## src/rtl/pc_redirect_unit.sv

```systemverilog
// -----------------------------------------------------------------------------
// pc_redirect_unit
//
// Program-counter register and next-PC sequencer. It sits between EX-stage
// branch resolution and instruction memory. Each cycle it picks the next fetch
// address from sequential fetch, a taken branch, or a jump. After every
// redirect it squashes the IF/ID and ID/EX registers for FLUSH_CYCLES cycles.
// It also handles halt/resume sequencing for ECALL/EBREAK.
//
// Optional feature macro: PC_MISALIGN_TRAP_EN
//   defined   : a redirect to a target with bits[1:0] != 0 is not taken. The
//               unit halts and raises misalign until resume.
//   undefined : target bits[1:0] are forced to 00 and misalign is tied low.
//
// Parameters
//   XLEN          datapath / PC width
//   RESET_PC      PC value loaded on reset
//   FLUSH_CYCLES  cycles of flush assertion after a redirect (1..7)
//
// Ports
//   clk            in   system clock, rising edge
//   rst            in   synchronous active-high reset
//   stall          in   hazard-unit hold of PC (ignored in HALT)
//   branch_valid   in   EX holds a conditional branch
//   branch_taken   in   branch decision from the branch control unit
//   branch_target  in   EX-computed branch target
//   jump_valid     in   EX holds JAL/JALR (wins over a branch)
//   jump_target    in   EX-computed jump target (bit0 cleared on use)
//   halt_req       in   EX holds ECALL/EBREAK
//   resume         in   leave HALT
//   pc_out         out  current fetch address (registered)
//   pc_plus4       out  pc_out + 4, combinational, wraps modulo 2^XLEN
//   flush_ifid     out  squash IF/ID register
//   flush_idex     out  squash ID/EX register
//   redirect       out  one-cycle pulse in the first cycle after a redirect
//   halted         out  high while in HALT
//   redirect_cnt   out  saturating count of redirects taken
//   misalign       out  misaligned-target trap flag
// -----------------------------------------------------------------------------
module pc_redirect_unit #(
    parameter int               XLEN         = 32,
    parameter logic [XLEN-1:0]  RESET_PC     = {XLEN{1'b0}},
    parameter int               FLUSH_CYCLES = 2
) (
    input  logic            clk,
    input  logic            rst,
    input  logic            stall,
    input  logic            branch_valid,
    input  logic            branch_taken,
    input  logic [XLEN-1:0] branch_target,
    input  logic            jump_valid,
    input  logic [XLEN-1:0] jump_target,
    input  logic            halt_req,
    input  logic            resume,
    output logic [XLEN-1:0] pc_out,
    output logic [XLEN-1:0] pc_plus4,
    output logic            flush_ifid,
    output logic            flush_idex,
    output logic            redirect,
    output logic            halted,
    output logic [15:0]     redirect_cnt,
    output logic            misalign
);

    // Sequencer states
    localparam logic [1:0] ST_RUN   = 2'd0;
    localparam logic [1:0] ST_FLUSH = 2'd1;
    localparam logic [1:0] ST_HALT  = 2'd2;

    // The counter is loaded on the redirect edge, so the flush window counts
    // the redirect cycle itself plus FLUSH_CYCLES-1 cycles spent in FLUSH.
    localparam logic [2:0] FLUSH_INIT = 3'(FLUSH_CYCLES - 1);
    localparam logic [1:0] REDIR_NEXT = (FLUSH_CYCLES > 1) ? ST_FLUSH : ST_RUN;

    logic [1:0]      r_state;
    logic [2:0]      r_cnt;
    logic [XLEN-1:0] r_pc;
    logic            r_flush;
    logic            r_redirect;
    logic            r_halted;
    logic [15:0]     r_redirect_cnt;

    logic            w_redir;
    logic [XLEN-1:0] w_target_raw;
    logic [XLEN-1:0] w_target;
    logic [XLEN-1:0] w_pc_plus4;
    logic [XLEN-1:0] w_pc_seq;
    logic            w_trap;

    assign w_redir    = jump_valid | (branch_valid & branch_taken);
    assign w_pc_plus4 = r_pc + XLEN'(4);
    // Sequential fetch, held by the hazard unit when stalled.
    assign w_pc_seq   = stall ? r_pc : w_pc_plus4;

    // A jump wins over a branch in the same cycle. JALR semantics clear bit0.
    assign w_target_raw = jump_valid ? {jump_target[XLEN-1:1], 1'b0} : branch_target;

`ifdef PC_MISALIGN_TRAP_EN
    logic r_misalign;

    // Any redirect whose final target is not word aligned traps rather than
    // loading the PC.
    assign w_trap   = w_redir & (|w_target_raw[1:0]);
    assign w_target = w_target_raw;
    assign misalign = r_misalign;

    always_ff @(posedge clk) begin
        if (rst) begin
            r_misalign <= 1'b0;
        end else if (r_state == ST_HALT) begin
            if (resume) begin
                r_misalign <= 1'b0;
            end
        end else if (r_state == ST_RUN && !halt_req && w_trap) begin
            r_misalign <= 1'b1;
        end
    end
`else
    // Without the trap, misaligned targets are silently word aligned.
    assign w_trap   = 1'b0;
    assign w_target = {w_target_raw[XLEN-1:2], 2'b00};
    assign misalign = 1'b0;
`endif

    // NOTE: state registers use non-blocking assignments so that every branch
    // of the sequencer samples the pre-edge values of r_pc/r_cnt consistently.
    always_ff @(posedge clk) begin
        if (rst) begin
            r_state        <= ST_RUN;
            r_cnt          <= 3'd0;
            r_pc           <= RESET_PC;
            r_flush        <= 1'b0;
            r_redirect     <= 1'b0;
            r_halted       <= 1'b0;
            r_redirect_cnt <= 16'd0;
        end else begin
            case (r_state)
                ST_RUN: begin
                    if (halt_req) begin
                        // ECALL/EBREAK: freeze the PC where it stands.
                        r_state    <= ST_HALT;
                        r_halted   <= 1'b1;
                        r_flush    <= 1'b0;
                        r_redirect <= 1'b0;
                    end else if (w_trap) begin
                        // Misaligned redirect: no PC load, no flush, no count.
                        r_state    <= ST_HALT;
                        r_halted   <= 1'b1;
                        r_flush    <= 1'b0;
                        r_redirect <= 1'b0;
                    end else if (w_redir) begin
                        // A redirect beats stall. The younger instructions
                        // already in IF/ID and ID/EX are from the wrong path.
                        r_pc       <= w_target;
                        r_flush    <= 1'b1;
                        r_redirect <= 1'b1;
                        r_cnt      <= FLUSH_INIT;
                        r_state    <= REDIR_NEXT;
                        if (r_redirect_cnt != 16'hFFFF) begin
                            r_redirect_cnt <= r_redirect_cnt + 16'd1;
                        end
                    end else begin
                        // With FLUSH_CYCLES == 1 this also ends the flush.
                        r_pc       <= w_pc_seq;
                        r_flush    <= 1'b0;
                        r_redirect <= 1'b0;
                    end
                end

                ST_FLUSH: begin
                    // Branch, jump and halt requests here come from squashed
                    // instructions, so they are ignored.
                    r_pc       <= w_pc_seq;
                    r_redirect <= 1'b0;
                    if (r_cnt == 3'd0) begin
                        r_state <= ST_RUN;
                        r_flush <= 1'b0;
                    end else begin
                        // The counter runs even under stall, so the flush
                        // length is fixed in cycles.
                        r_cnt <= r_cnt - 3'd1;
                    end
                end

                ST_HALT: begin
                    // The PC is frozen and stall has no effect. Debug software
                    // moves the PC with a redirect after resume.
                    if (resume) begin
                        r_state  <= ST_RUN;
                        r_halted <= 1'b0;
                    end
                end

                default: begin
                    r_state    <= ST_RUN;
                    r_flush    <= 1'b0;
                    r_redirect <= 1'b0;
                    r_halted   <= 1'b0;
                end
            endcase
        end
    end

    assign pc_out       = r_pc;
    assign pc_plus4     = w_pc_plus4;
    assign flush_ifid   = r_flush;
    assign flush_idex   = r_flush;
    assign redirect     = r_redirect;
    assign halted       = r_halted;
    assign redirect_cnt = r_redirect_cnt;

endmodule

```

## config.mk

```make
export PLATFORM = sky130hd
export DESIGN_NAME = pc_redirect_unit
export DESIGN_NICKNAME = d
export VERILOG_FILES = /design/src/rtl/pc_redirect_unit.sv
export SDC_FILE = /design/constraint.sdc
export NUM_CORES = 1
export LEC_CHECK = 0
export CORE_ASPECT_RATIO = 2
export CORE_MARGIN = 2
export CORE_UTILIZATION = 48
export DETAILED_ROUTE_END_ITERATION = 8
export HOLD_SLACK_MARGIN = 0.12
export PLACE_DENSITY = 0.88
export SETUP_SLACK_MARGIN = 0.1
export SLEW_MARGIN = 40
export SYNTH_ARGS = -nofsm -noshare
export SYNTH_HDL_FRONTEND = slang
export SYNTH_SLANG_ARGS = --single-unit
```

## constraint.sdc

```tcl
create_clock -name clk -period 3.3 [get_ports clk]
set_input_delay 0.66 -clock clk [delete_from_list [all_inputs] [get_ports clk]]
set_output_delay 0.66 -clock clk [all_outputs]
set_load 0.01 [all_outputs]
```

After elaboration in Yosys (flattened, before gate mapping)

Index checks and enable logic that the tools add are counted.
W data, S select, Z words.

Input port bits: 72
Output and inout port bits: 85
Bits in registers: 56

Reductions and logical operators: 9
Bitwise operators: 5
Add/subtract/negate cells: 3
Equality and inequality tests: 10
Mux-type cells: 22

Operator list:

| operator                | number |
|---|---|
| $mux W32                | 4 |
| $pmux W32 S2            | 1 |
| $add A32 B3 Y32 const B | 1 |
| $add A16 B1 Y16 const B | 1 |
| $ne A16 B16 Y1 const B  | 1 |
| $ne A2 B2 Y1 const B    | 6 |
| $mux W3                 | 3 |
| $mux W2                 | 4 |
| $reduce_and A4 Y1       | 2 |
| $pmux W1 S3             | 2 |
| $pmux W2 S3             | 1 |
| $pmux W3 S2             | 1 |
| $reduce_and A3 Y1       | 2 |
| $mux W1                 | 5 |
| $reduce_and A2 Y1       | 2 |
| $logic_not A3 Y1        | 1 |
| $ne A3 B3 Y1 const B    | 1 |
| $not A1 Y1              | 3 |
| $sub A3 B1 Y3 const B   | 1 |
| $eq A2 B1 Y1 const B    | 1 |
| $eq A2 B2 Y1 const B    | 1 |
| $logic_not A2 Y1        | 1 |
| $pmux W1 S2             | 1 |
| $reduce_bool A2 Y1      | 1 |
| 2 further kinds         | 2 |

Depth between registers and ports, before layout

Depth after elaboration: 5
Depth in mapped cells: 8
Mapped depth without buffers: 6

Least setup slack after synthesis

No wires, ideal clock.

Kind: flip-flop to output port
Start point: register r_pc[2], in the netlist pc_out[2]
End point: output pc_plus4[22]
Data required time: 2640 ps
Buffers on the path: 2
Path slack: 804 ps
Arrival: 1836 ps
Stages on the path, launching flop included: 9
Path through: dfxtp_1 -> ha_1 -> and4_1 -> buf_2 -> and3_1 -> buf_2 -> nand3_1 -> nor2_1 -> xor2_1

Word-level cells in the longest chain between the ends: 1

RTL lines:

| what                   | RTL line | RTL |
|---|---|---|
| start, declared        | 77       | `logic [XLEN-1:0] r_pc;` |
| start signal, assigned | 154      | `r_pc <= w_target;` |
| start signal, assigned | 164      | `r_pc <= w_pc_seq;` |
| start signal, assigned | 173      | `r_pc <= w_pc_seq;` |
| $add A32 B3 Y32        | 91       | `assign w_pc_plus4 = r_pc + XLEN'(4);` |
| end, declared          | 56       | `output logic [XLEN-1:0] pc_plus4,` |

Every way passes these cells.

Worst setup path in the final report

Start point: register r_pc[12], in the netlist pc_out[12]
End point: output pc_plus4[19]

The elaborated chain is that of the path after synthesis.

==> results.rst <==
.. list-table::
   :header-rows: 1

   * - Metric
     - Value
   * - Average size of a mapped cell
     - 7.77 um2
   * - Routed vias/inst
     - 6.31
   * - Clock period minus worst slack
     - 3.12 ns
   * - Flop2flop setup slack
     - 1.07 ns
   * - Min-Delay Path Depth
     - 2
   * - Period utilisation layout
     - 0.945
   * - Number of core rows
     - 46
   * - Relative slew margins
     - 0.463
   * - Max Freq
     - 321 MHz
   * - Crit Path Class
     - flip-flop to output port
   * - Worst reg2reg startpoint
     - r_state[1]$_SDFFE_PP0P_
   * - Count of H-tree levels built during CTS
     - 2
   * - Area leader, netlist
     - dfxtp_1
   * - Number of remaining DRC errors
     - 0
   * - Number of global-route vias before repair
     - 4678
   * - EDFF count, synth
     - 0
   * - Post-Route Setup TNS
     - 0 ns
   * - Total Die Area
     - 0.00896 mm2
   * - Io pins
     - 157
   * - Global placement routability congestion
     - 0.920
   * - Number of iterations in the first detailed-routing pass
     - 6
   * - Sequential cell area
     - 0.00109 mm2
   * - Vias after detailed routing
     - 4648
   * - FILL cells
     - 616
   * - Clock insertion delay at the later pin of the skew report
     - 0.29 ns
   * - Cell count of the worst reg-to-reg path
     - 5
   * - Max cap viols
     - 0
   * - Chip Width
     - 67.9 um
   * - GRT Util Overall
     - 0.309
   * - Top FF cell, synth
     - dfxtp_1
   * - Worst setup SP type
     - flip-flop
   * - Worst endpoint required time
     - 2.64 ns
   * - Antenna-violating nets left
     - 0
   * - RSZ-0062 raised after global routing
     - yes
   * - Setup Skew
     - 0.00572 ns
   * - Arrival time at the worst endpoint
     - 2.46 ns
   * - Critical path launch point
     - pc_out[12]$_SDFFE_PP0P_
   * - Average detailed-routed wire length per instance
     - 18.8 um
   * - Area growth syn-to-layout
     - 45.1%
   * - CTS buffer count
     - 5
   * - Fraction of synthesized cell area taken by the top area cell type
     - 0.276
   * - Largest net degree at the start of global routing
     - 55
   * - Layout cells sized above 1
     - 0.111
   * - Detailed placement HPWL
     - 10300 um
   * - # diodes
     - 0
   * - Number of register bits inferred by synthesis
     - 54
   * - Remaining global-route overflow
     - 0
   * - Total detailed-routing wirelength
     - 13800 um
   * - Sinks on the clock net
     - 54
   * - Post-layout instance area
     - 0.00569 mm2
   * - Root buffer selected by CTS
     - clkbuf_16
   * - Chip height
     - 132 um
   * - Dpl cell area
     - 0.00547 mm2
   * - Count of distinct cell types in the synthesized netlist
     - 66
   * - # nets final
     - 716
   * - Maximum fanout along the worst path
     - 9
   * - Endpoint kind of the worst setup timing path
     - output port
   * - Synth Instances
     - 505
   * - Share of synthesized area occupied by flip-flops and latches
     - 0.276
   * - Power density over cell area
     - 362 mW/mm2
   * - Count of input and output buffers
     - 147
   * - Iter 0 DRT Violations
     - 520
   * - Multi-input combinational cell area
     - 0.00264 mm2
   * - Max VDD drop
     - 0.309 mV
   * - Largest cells by area after synthesis
     - dfxtp_1, mux2i_1, xnor2_1, nor2_1, a21oi_1
   * - Post-layout instance count excluding filler cells
     - 737
   * - Endpoint of the worst-slack reg-to-reg timing path
     - pc_out[16]$_SDFFE_PP0P_
   * - Number of hold violations in the final report
     - 0
   * - Clock tree from TritonCTS
     - built
   * - First-pass GRT wire length
     - 21900 um
   * - Number of setup violations in the final report
     - 0
   * - Count of placed standard cells including taps
     - 728
   * - Yosys warning total
     - 0
   * - Leakage dissipation
     - 2.08 nW
   * - Clock Pin Slew Worst Setup and Hold Paths
     - 0.07 ns
   * - Clock Tree Buf Depth
     - 2
   * - Measured slew at the worst slew-check pin
     - 0.798 ns
   * - Mapped Area
     - 0.00392 mm2
   * - Std-Cell Core Area
     - 0.00794 mm2
   * - Initial cell density of the core
     - 0.494
   * - Hold Path Class
     - flip-flop to flip-flop
   * - Proportion of synthesized flip-flops having asynchronous set or reset
     - 0
   * - Worst setup endpoint
     - pc_plus4[19]
   * - Hold buffer count at cts
     - 0
   * - Power, Total
     - 2.06 mW
   * - Number of slew-limit violations in the final report
     - 0
   * - Antenna violations before repair
     - 0
   * - Outcome
     - finished, final reports clean
-- repair_timing --
item,CTS,global route
resized for setup,12,16
gates cloned,0,0
pin swaps,1,1
endpoints found under the setup margin,13,12
buffers inserted,0,1
-- registers in the layout, summed over array words and instances (netlist names) --
| signal | count |
|---|---|
| flush_idex | 1 |
| halted | 1 |
| pc_out | 30 |
| r_cnt | 3 |
| r_state | 2 |
| redirect | 1 |
| redirect_cnt | 16 |
-- cell families after synthesis --
| group | count (synthesis) | synth area share |
|---|---|---|
| compound gates | 124 | 0.213 |
| xor+xnor | 41 | 0.0915 |
| fa+ha+maj | 4 | 0.0128 |
| buf+inv | 59 | 0.0689 |
| flops | 54 | 0.276 |
| mux | 32 | 0.0829 |
| other cells | 1 | 0.000956 |
| simple gates | 190 | 0.254 |
-- report_power, final --
group / internal [mW] / leakage, nW / switching, mW / total [mW]
logic: 0.379 / 1.56 / 0.345 / 0.723
registers: 0.709 / 0.446 / 0.0822 / 0.791
clock network: 0.301 / 0.0729 / 0.248 / 0.549
total: 1.39 / 2.08 / 0.675 / 2.06
-- cells in the final DEF (no fill, tap or decap), types with 20 or more instances in the layout --
| cell | netlist | routed |
|---|---|---|
| clkdlybuf4s50_1 | 0 | 142 |
| a21oi_1 | 35 | 35 |
| nor2_1 | 48 | 44 |
| xnor2_1 | 32 | 32 |
| o21ai_0 | 20 | 20 |
| nand3_1 | 26 | 25 |
| mux2i_1 | 28 | 28 |
| dfxtp_1 | 54 | 44 |
| nand2_1 | 32 | 32 |
| buf_4 | 8 | 24 |
-- critical path, cell delays in order (launching register included) --
cell and delay, ns:
dfxtp_1 0.43, and4_2 0.31, and4_4 0.29, buf_4 0.19
nand4_1 0.18, xnor2_1 0.19, clkdlybuf4s50_1 0.57
-- how the worst min path moves through the flow --
stage	startpoint	end	slack [ns]
after floorplan	r_cnt[1]$_SDFFE_PP0P_	r_cnt[1]$_SDFFE_PP0P_	0.48
after global placement	redirect$_SDFFE_PP0P_	redirect$_SDFFE_PP0P_	0.46
after detailed placement	redirect$_SDFFE_PP0P_	redirect$_SDFFE_PP0P_	0.46
after CTS	redirect$_SDFFE_PP0P_	redirect$_SDFFE_PP0P_	0.47
after global routing	redirect$_SDFFE_PP0P_	redirect$_SDFFE_PP0P_	0.53
final	redirect$_SDFFE_PP0P_	redirect$_SDFFE_PP0P_	0.48
-- layout make-up --
cell class,instances,share of cell area
clock buffer,6,0.0244
tap,96,0.0211
clock inverter,2,0.00220
timing repair buffer,170,0.289
multi-input combinational,396,0.463
inverter,13,0.00857
sequential,54,0.192
-- layer usage --
layer,track usage,vias up,wire (um)
met2,0.559,300,7490
met5,0,-,0
met4,0.180,0,729
met1,0.316,2168,4690
met3,0.0427,65,942
li1,-,2115,-
-- cells in the mapped netlist (4+ instances only) --
library cell	count
and4_1	6
and2_1	4
a211oi_1	7
a21o_1	4
and3_1	5
nor3b_1	4
nor3_1	17
a2111oi_0	5
nand3_1	26
a221oi_1	4
a21oi_1	35
inv_1	12
nand4_1	15
nor4_1	6
o31a_1	4
xor2_1	9
nor2_1	48
a31oi_1	5
o31ai_1	4
buf_2	12
xnor2_1	32
mux2_2	4
buf_4	8
nor2b_1	5
or3_1	6
nand2_1	32
clkbuf_1	20
o21ai_0	20
o22ai_1	4
ha_1	4
mux2i_1	28
dfxtp_1	54
-- stage by stage --
step	hold slack, ns	utilization	setup slack (ns)
6_report	0.475	0.717	0.182
5_1_grt	0.531	0.717	0.0971
4_1_cts	0.474	0.710	0.0838
3_5_place_dp	0.461	0.689	0.255
3_3_place_gp	0.458	0.689	0.342
2_1_floorplan	0.480	-	0.804
(Power assumes the default switching activity.)
